File: config.mk
export PLATFORM = sky130hd
export DESIGN_NAME = bus_tenure_arbiter_flat
export DESIGN_NICKNAME = d
export VERILOG_FILES = /design/src/rtl/bus_tenure_arbiter_if.sv /design/src/rtl/bus_tenure_arbiter.sv /design/src/flat_wrapper.sv
export SDC_FILE = /design/constraint.sdc
export NUM_CORES = 1
export LEC_CHECK = 0
export BUFFER_PORTS_ARGS = -buffer_cell sky130_fd_sc_hd__buf_4
export CORE_AREA = 2 2 39 41
export CTS_CLUSTER_DIAMETER = 120
export DETAILED_ROUTE_END_ITERATION = 7
export DIE_AREA = 0 0 41 43
export PLACE_DENSITY_LB_ADDON = 0.05
export SYNTH_ARGS = -nofsm -noshare
export SYNTH_HDL_FRONTEND = slang
export SYNTH_SLANG_ARGS = --single-unit
export TNS_END_PERCENT = 100
File: constraint.sdc
create_clock -name clk -period 2.6 [get_ports clk]
set_input_delay 0.52 -clock clk [delete_from_list [all_inputs] [get_ports clk]]
set_output_delay 0.52 -clock clk [all_outputs]
set_load 0.02 [all_outputs]
File: src/rtl/bus_tenure_arbiter_if.sv
// Request/grant handshake bundle between four bus masters and the tenure arbiter.
// Signals ending in '_' are active-low.
interface bus_tenure_arbiter_if;
    logic       m0_req_;
    logic       m1_req_;
    logic       m2_req_;
    logic       m3_req_;
    logic       m0_grnt_;
    logic       m1_grnt_;
    logic       m2_grnt_;
    logic       m3_grnt_;
    logic       bus_rdy_;
    logic [1:0] owner;
    logic       turn;
    logic       tenure_exp;

    modport slave (
        input  m0_req_, m1_req_, m2_req_, m3_req_, bus_rdy_,
        output m0_grnt_, m1_grnt_, m2_grnt_, m3_grnt_, owner, turn, tenure_exp
    );

    modport master (
        output m0_req_, m1_req_, m2_req_, m3_req_, bus_rdy_,
        input  m0_grnt_, m1_grnt_, m2_grnt_, m3_grnt_, owner, turn, tenure_exp
    );
endinterface

File: src/rtl/bus_tenure_arbiter.sv
// Four-master rotating-priority bus arbiter with a one-cycle dead TURN between owners.
// Define BUS_ARB_TENURE_EN to enable the tenure limit (forced handoff after TENURE contended cycles).
//
// state | meaning
// GRANT | grant of owner asserted; counting contended cycles
// TURN  | all grants high for one cycle; owner already holds the next master
module bus_tenure_arbiter #(
    parameter int unsigned TENURE = 16
) (
    input logic clk,
    input logic reset,
    bus_tenure_arbiter_if.slave bus
);
    typedef enum logic {GRANT = 1'b0, TURN = 1'b1} state_t;

    state_t     state;
    logic [1:0] owner_q;
    logic [1:0] next_owner;
    logic [3:0] req;
    logic [3:0] others;
    logic [3:0] grant_n;
    logic       handoff;

    assign req    = ~{bus.m3_req_, bus.m2_req_, bus.m1_req_, bus.m0_req_};
    assign others = req & ~(4'b0001 << owner_q);

    // Rotating priority: the nearest requester after the owner wins.
    always_comb begin
        logic [1:0] idx;
        next_owner = owner_q;
        for (int k = 3; k >= 1; k--) begin
            idx = owner_q + 2'(k);
            if (req[idx]) next_owner = idx;
        end
    end

`ifdef BUS_ARB_TENURE_EN
    logic [7:0] cnt;
    logic       expired;

    assign expired = (cnt == 8'(TENURE));

    always_comb begin
        handoff = 1'b0;
        if (state == GRANT && others != 4'b0000) begin
            if (!req[owner_q]) handoff = 1'b1;
            else if (expired && !bus.bus_rdy_) handoff = 1'b1;
        end
    end

    // Counter saturates at TENURE; an expired owner waits for bus_rdy_ before yielding.
    always_ff @(posedge clk) begin
        if (!reset || handoff || others == 4'b0000 || state == TURN) cnt <= 8'd0;
        else if (!expired) cnt <= cnt + 8'd1;
    end

    assign bus.tenure_exp = expired;
`else
    logic unused_bus_rdy;
    assign unused_bus_rdy = bus.bus_rdy_;

    always_comb begin
        handoff = 1'b0;
        if (state == GRANT && others != 4'b0000 && !req[owner_q]) handoff = 1'b1;
    end

    assign bus.tenure_exp = 1'b0;
`endif

    always_ff @(posedge clk) begin
        if (!reset) begin
            state   <= GRANT;
            owner_q <= 2'd0;
        end else begin
            case (state)
                GRANT: begin
                    if (handoff) begin
                        owner_q <= next_owner;
                        state   <= TURN;
                    end
                end
                TURN:    state <= GRANT;
                default: state <= GRANT;
            endcase
        end
    end

    always_comb begin
        grant_n = 4'b1111;
        if (state == GRANT) grant_n[owner_q] = 1'b0;
    end

    assign bus.m0_grnt_ = grant_n[0];
    assign bus.m1_grnt_ = grant_n[1];
    assign bus.m2_grnt_ = grant_n[2];
    assign bus.m3_grnt_ = grant_n[3];
    assign bus.owner    = owner_q;
    assign bus.turn     = (state == TURN);
endmodule
File: src/flat_wrapper.sv
// flat-port wrapper written by rule: the top's interface ports become plain ports
module bus_tenure_arbiter_flat 
#(
    parameter int unsigned TENURE = 16
)
  (clk, reset, bus_m0_req_, bus_m1_req_, bus_m2_req_, bus_m3_req_, bus_bus_rdy_, bus_m0_grnt_, bus_m1_grnt_, bus_m2_grnt_, bus_m3_grnt_, bus_owner, bus_turn, bus_tenure_exp);
  bus_tenure_arbiter_if bus_i ();
  input logic clk;
  input logic reset;
  input wire logic [$bits(bus_i.m0_req_)-1:0] bus_m0_req_;
  input wire logic [$bits(bus_i.m1_req_)-1:0] bus_m1_req_;
  input wire logic [$bits(bus_i.m2_req_)-1:0] bus_m2_req_;
  input wire logic [$bits(bus_i.m3_req_)-1:0] bus_m3_req_;
  input wire logic [$bits(bus_i.bus_rdy_)-1:0] bus_bus_rdy_;
  output wire logic [$bits(bus_i.m0_grnt_)-1:0] bus_m0_grnt_;
  output wire logic [$bits(bus_i.m1_grnt_)-1:0] bus_m1_grnt_;
  output wire logic [$bits(bus_i.m2_grnt_)-1:0] bus_m2_grnt_;
  output wire logic [$bits(bus_i.m3_grnt_)-1:0] bus_m3_grnt_;
  output wire logic [$bits(bus_i.owner)-1:0] bus_owner;
  output wire logic [$bits(bus_i.turn)-1:0] bus_turn;
  output wire logic [$bits(bus_i.tenure_exp)-1:0] bus_tenure_exp;
  assign bus_i.m0_req_ = bus_m0_req_;
  assign bus_i.m1_req_ = bus_m1_req_;
  assign bus_i.m2_req_ = bus_m2_req_;
  assign bus_i.m3_req_ = bus_m3_req_;
  assign bus_i.bus_rdy_ = bus_bus_rdy_;
  assign bus_m0_grnt_ = bus_i.m0_grnt_;
  assign bus_m1_grnt_ = bus_i.m1_grnt_;
  assign bus_m2_grnt_ = bus_i.m2_grnt_;
  assign bus_m3_grnt_ = bus_i.m3_grnt_;
  assign bus_owner = bus_i.owner;
  assign bus_turn = bus_i.turn;
  assign bus_tenure_exp = bus_i.tenure_exp;
  bus_tenure_arbiter #(.TENURE(TENURE)) u_core (.clk(clk), .reset(reset), .bus(bus_i));
endmodule
# Word-level counts from Yosys, hierarchy flattened
# Cells that the tools add are included.
# Widths: inputs -> output; s select.
dict set report classes {
  add_sub_neg 3
  magnitude_cmp 5
  n_shift 1
  mux 17
  bitwise_logic 5
  n_reduce_logical 7
}
# operator count
set ops {}
lappend ops {{$lt 2x3->1 const B} 4}
lappend ops {{$not 4->4} 3}
lappend ops {{$bmux 1 s2} 4}
lappend ops {{$mux 1} 7}
lappend ops {{$mux 2} 3}
lappend ops {{$add 2x2->2 const B} 2}
lappend ops {{$and 4x4->4} 1}
lappend ops {{$mux 4} 1}
lappend ops {{$reduce_bool 4->1} 1}
lappend ops {{$shl 1x2->4 const A} 1}
lappend ops {{$logic_and 1x1->1} 3}
lappend ops {{$reduce_and 3->1} 1}
lappend ops {{$reduce_bool 3->1} 1}
lappend ops {{$add 2x1->2 const B} 1}
lappend ops {{$demux 1 s2} 1}
lappend ops {{$ge 2x1->1 const B} 1}
lappend ops {{$pmux 1 s2} 1}
lappend ops {{$logic_not 1->1} 1}
lappend ops {{$not 1->1} 1}
dict set report word_totals {
  reg_bits 3
  input_bits 7
}

# Depth between registers and ports, before layout
dict set report depth {
  word_depth 9
  ltp_mapped 7
}

# Least setup slack after synthesis
# Ideal clock, no wire load.
dict set report synth_path {
  kind {flip-flop to flip-flop}
  startpoint {reg u_core.owner_q[1], in the netlist u_core.bus.owner[1]}
  endpoint {reg u_core.owner_q[0], in the netlist u_core.bus.owner[0]}
  setup_ns 0.072
  arrival_time_ns 2.197
  path_slack_ns 0.331
  stages_incl_launch_ff 7
  path_buffers 0
  synth_period_minus_slack_ns 2.269
  cell_sequence {dfxtp_1 inv_1 ha_1 mux4_2 nor2b_4 a2111oi_4 mux2i_1}
}
dict set report synth_between {
  elab_chain_len 8
  word_cells_on_any_way 23
}
# item line_no
set synth_rtl {}
lappend synth_rtl {{from (decl)} bus_tenure_arbiter.sv:17} ;# logic [1:0] owner_q;
lappend synth_rtl {{from (signal assigned)} bus_tenure_arbiter.sv:78} ;# owner_q <= next_owner;
lappend synth_rtl {{parallel branches: the longest is 8 deep, another holds $add 2x1->2} --}
# Several ways; the timed one is not identified. The select of a mux whose other input is x is not followed.
# A chain may end at the register's enable or synchronous reset.

# Final worst setup path
# Same ends and word-level chain as after synthesis.

==> run metrics <==
status finished, final reports clean; leading area contributor after synthesis dfxtp_1; crit share post-route 0.773; initial antenna violation count 0; Sw Pwr 0.314 mW; Area after DPL 500 um^2; Clock Sinks 3; worst reg2reg path depth 6; first-pass GRT wire length 1.27 mm; max_cap viols 0; Setup crit start u_core.bus.owner[1]$_SDFFE_PN0P_; CTS tree yes; Leak 0.226 nW; Slew Limit Fails 0; aggregate global-route resource usage 0.111; Peak VDD IR 0.000479 V; number of global-route vias before repair 301; syn_nets 51; Initial DRC Count 2; Final Hold Viols 0; Total Nets Final 68; family with the most delay on the worst path multiplexers; Max Clock Freq 0.497 GHz; min-delay worst type in -> reg; Worst-Skew Late Latency 0.23 ns; pre-CTS setup slack 0.583 ns; Setup CP Type reg -> reg; Clock power frac 0.115; endpoint kind of the worst setup timing path flip-flop; CP bufs+invs 1; Layout Skew 0.00529 ns; I/O Buffers 12; power density cells 1320 nW/um^2; switch share 0.452; crit path cell chain inv_1 > ha_1 > mux4_2 > nor2b_4 > a2111oi_4 > mux2i_1; Syn-to-layout area delta 34.9%; minimum clock period 2.01 ns; Hold Path End u_core.bus.turn$_SDFF_PP0_; # IOs 15; GRT Residual Overflow 0; remaining antenna violation count after routing 0; Die ar. 1760 um^2; slowest CP cell mux4_2; Final Worst Setup Slack 0.589 ns; P_int 0.381 mW; Startpoint Class flip-flop; largest net degree at the start of global routing 11; Min Hold Slack 0.533 ns; Distinct cells, synth 20; flops & latches, synth 3; min-delay src reset; hold depth 2; CP required 2.75 ns; Pre-antenna DRT Iters 4; Die Ht 43 um; Avg WL per Cell 12.5 um; Synth top area share 0.154; CTS max path bufs 2; Max FO, Critical Path 4; Seq pwr share 0.127; Die X 41 um; Clock Root Buffer clkbuf_4; syn avg cell area 9.76 um^2; synthesized instance count 40; main area contributors after synthesis dfxtp_1 15%, ha_1 13%, mux4_2 12%; R2R setup slack 0.59 ns; # DRC 0; share of layout cells above drive strength 1 0.393; Post-CTS Setup Inserts 0; fin area 527 um^2; core region area 1380 um^2; post-cts resize count 0; RePlAce Congestion 0.677; WP data arrival 2.16 ns; CTS H-tree depth 1; # hold bufs at CTS 0; crit-path max cell delay 0.51 ns; synth warn 0; starting density of the core 0.282; synthesized area 390 um^2; reg2reg start u_core.bus.owner[1]$_SDFFE_PN0P_; Fin Setup TNS 0 ns; HPWL Detailed 713 um; Diodes inserted 0; DRT Wirelength 902 um; Via Count 338; Seq/Total Area, Yosys 0.154; vias per inst 4.69; Worst-path clk slew 0.04 ns; R2R Path End u_core.bus.owner[0]$_SDFFE_PN0P_; overall power 0.695 mW; logic gate share of total power 0.758; Final setup viols 0; TritonCTS Buffers 3; Site Rows 14; RSZ-0062 raised after global routing false
[synth_stat cells]
cell,number
ha_1,4
nand2b_1,4
dfxtp_1,3
inv_1,3
mux2i_1,3
nand3_1,3
a211oi_1,2
buf_4,2
mux2_1,2
mux4_2,2
nand2_1,2
o22ai_1,2
a2111oi_4,1
a21oi_1,1
and2_1,1
conb_1,1
nor2b_4,1
o21a_1,1
o21ai_0,1
o22ai_2,1
[metrics by stage]
| stage | util | instances |
|---|---|---|
| after floorplan | - | 40 |
| after global placement | 0.362 | 68 |
| after detailed placement | 0.362 | 68 |
| after CTS | 0.381 | 72 |
| after global routing | 0.381 | 72 |
| final | 0.381 | 72 |
[cells by family (layout without fill, tap and decap cells)]
group                      count (synthesis)  count (layout)  share of synthesized area
and+or+nand+nor                           11              11                      0.173
AOI/OAI and AO/OA                          9               9                      0.218
muxes                                      7               7                      0.250
buffers and inverters                      5              21                     0.0673
adders and majority gates                  4               4                      0.128
DFF                                        3               3                      0.154
other                                      1               1                    0.00961
[power by group through the flow]
| stage | Combinational [mW] | Sequential, mW | Clock [mW] |
|---|---|---|---|
| 5_1_grt | 0.573 | 0.0925 | 0.0866 |
| 3_3_place_gp | 0.527 | 0.0872 | 0 |
| 2_1_floorplan | 0.336 | 0.131 | 0 |
| 4_1_cts | 0.534 | 0.0886 | 0.0825 |
| 6_report | 0.527 | 0.0884 | 0.0798 |
| 3_5_place_dp | 0.533 | 0.0889 | 0 |
[how the worst max path moves through the flow]
stage                                            end  cells after the start
finish              u_core.bus.owner[0]$_SDFFE_PN0P_                      6
global route        u_core.bus.owner[0]$_SDFFE_PN0P_                      6
CTS                 u_core.bus.owner[0]$_SDFFE_PN0P_                      6
detailed placement  u_core.bus.owner[0]$_SDFFE_PN0P_                      6
global placement    u_core.bus.owner[0]$_SDFFE_PN0P_                      6
floorplan           u_core.bus.owner[0]$_SDFFE_PN0P_                      6
[state kept, by name, summed over array words and instances (netlist names)]
register          count
u_core.bus.turn       1
u_core.bus.owner      2
[cell usage in the layout, fill, tap and decap left out, types with 2 or more instances in the layout]
cell type,n
a211oi_1,2
buf_4,14
clkbuf_4,3
dfxtp_1,3
ha_1,4
inv_1,3
mux2_1,2
mux2i_1,3
mux4_2,2
nand2_1,2
nand2b_1,4
nand3_1,3
o22ai_1,2
[area by class of cell]
class / count / area (um^2)
repair buffers: 14 / 105
inverters: 3 / 11.3
clock buffers: 4 / 26.3
multi-input cells: 32 / 304
well taps: 16 / 20.0
fillers: 145 / 857
flip-flops and latches: 3 / 60.1
[per-layer routing]
layer  routed length, um  track usage
met3                  61       0.0314
met1                 398        0.141
met2                 442        0.163
met4                   0       0.0600
met5                   0            0
[worst reg2reg max path, stage by stage, from the launching register on]
cell       delay [ns]
dfxtp_1          0.32
inv_1            0.07
ha_1             0.36
mux4_2           0.51
nor2b_4          0.15
a2111oi_4        0.28
mux2i_1          0.24
(Power assumes the default switching activity.)
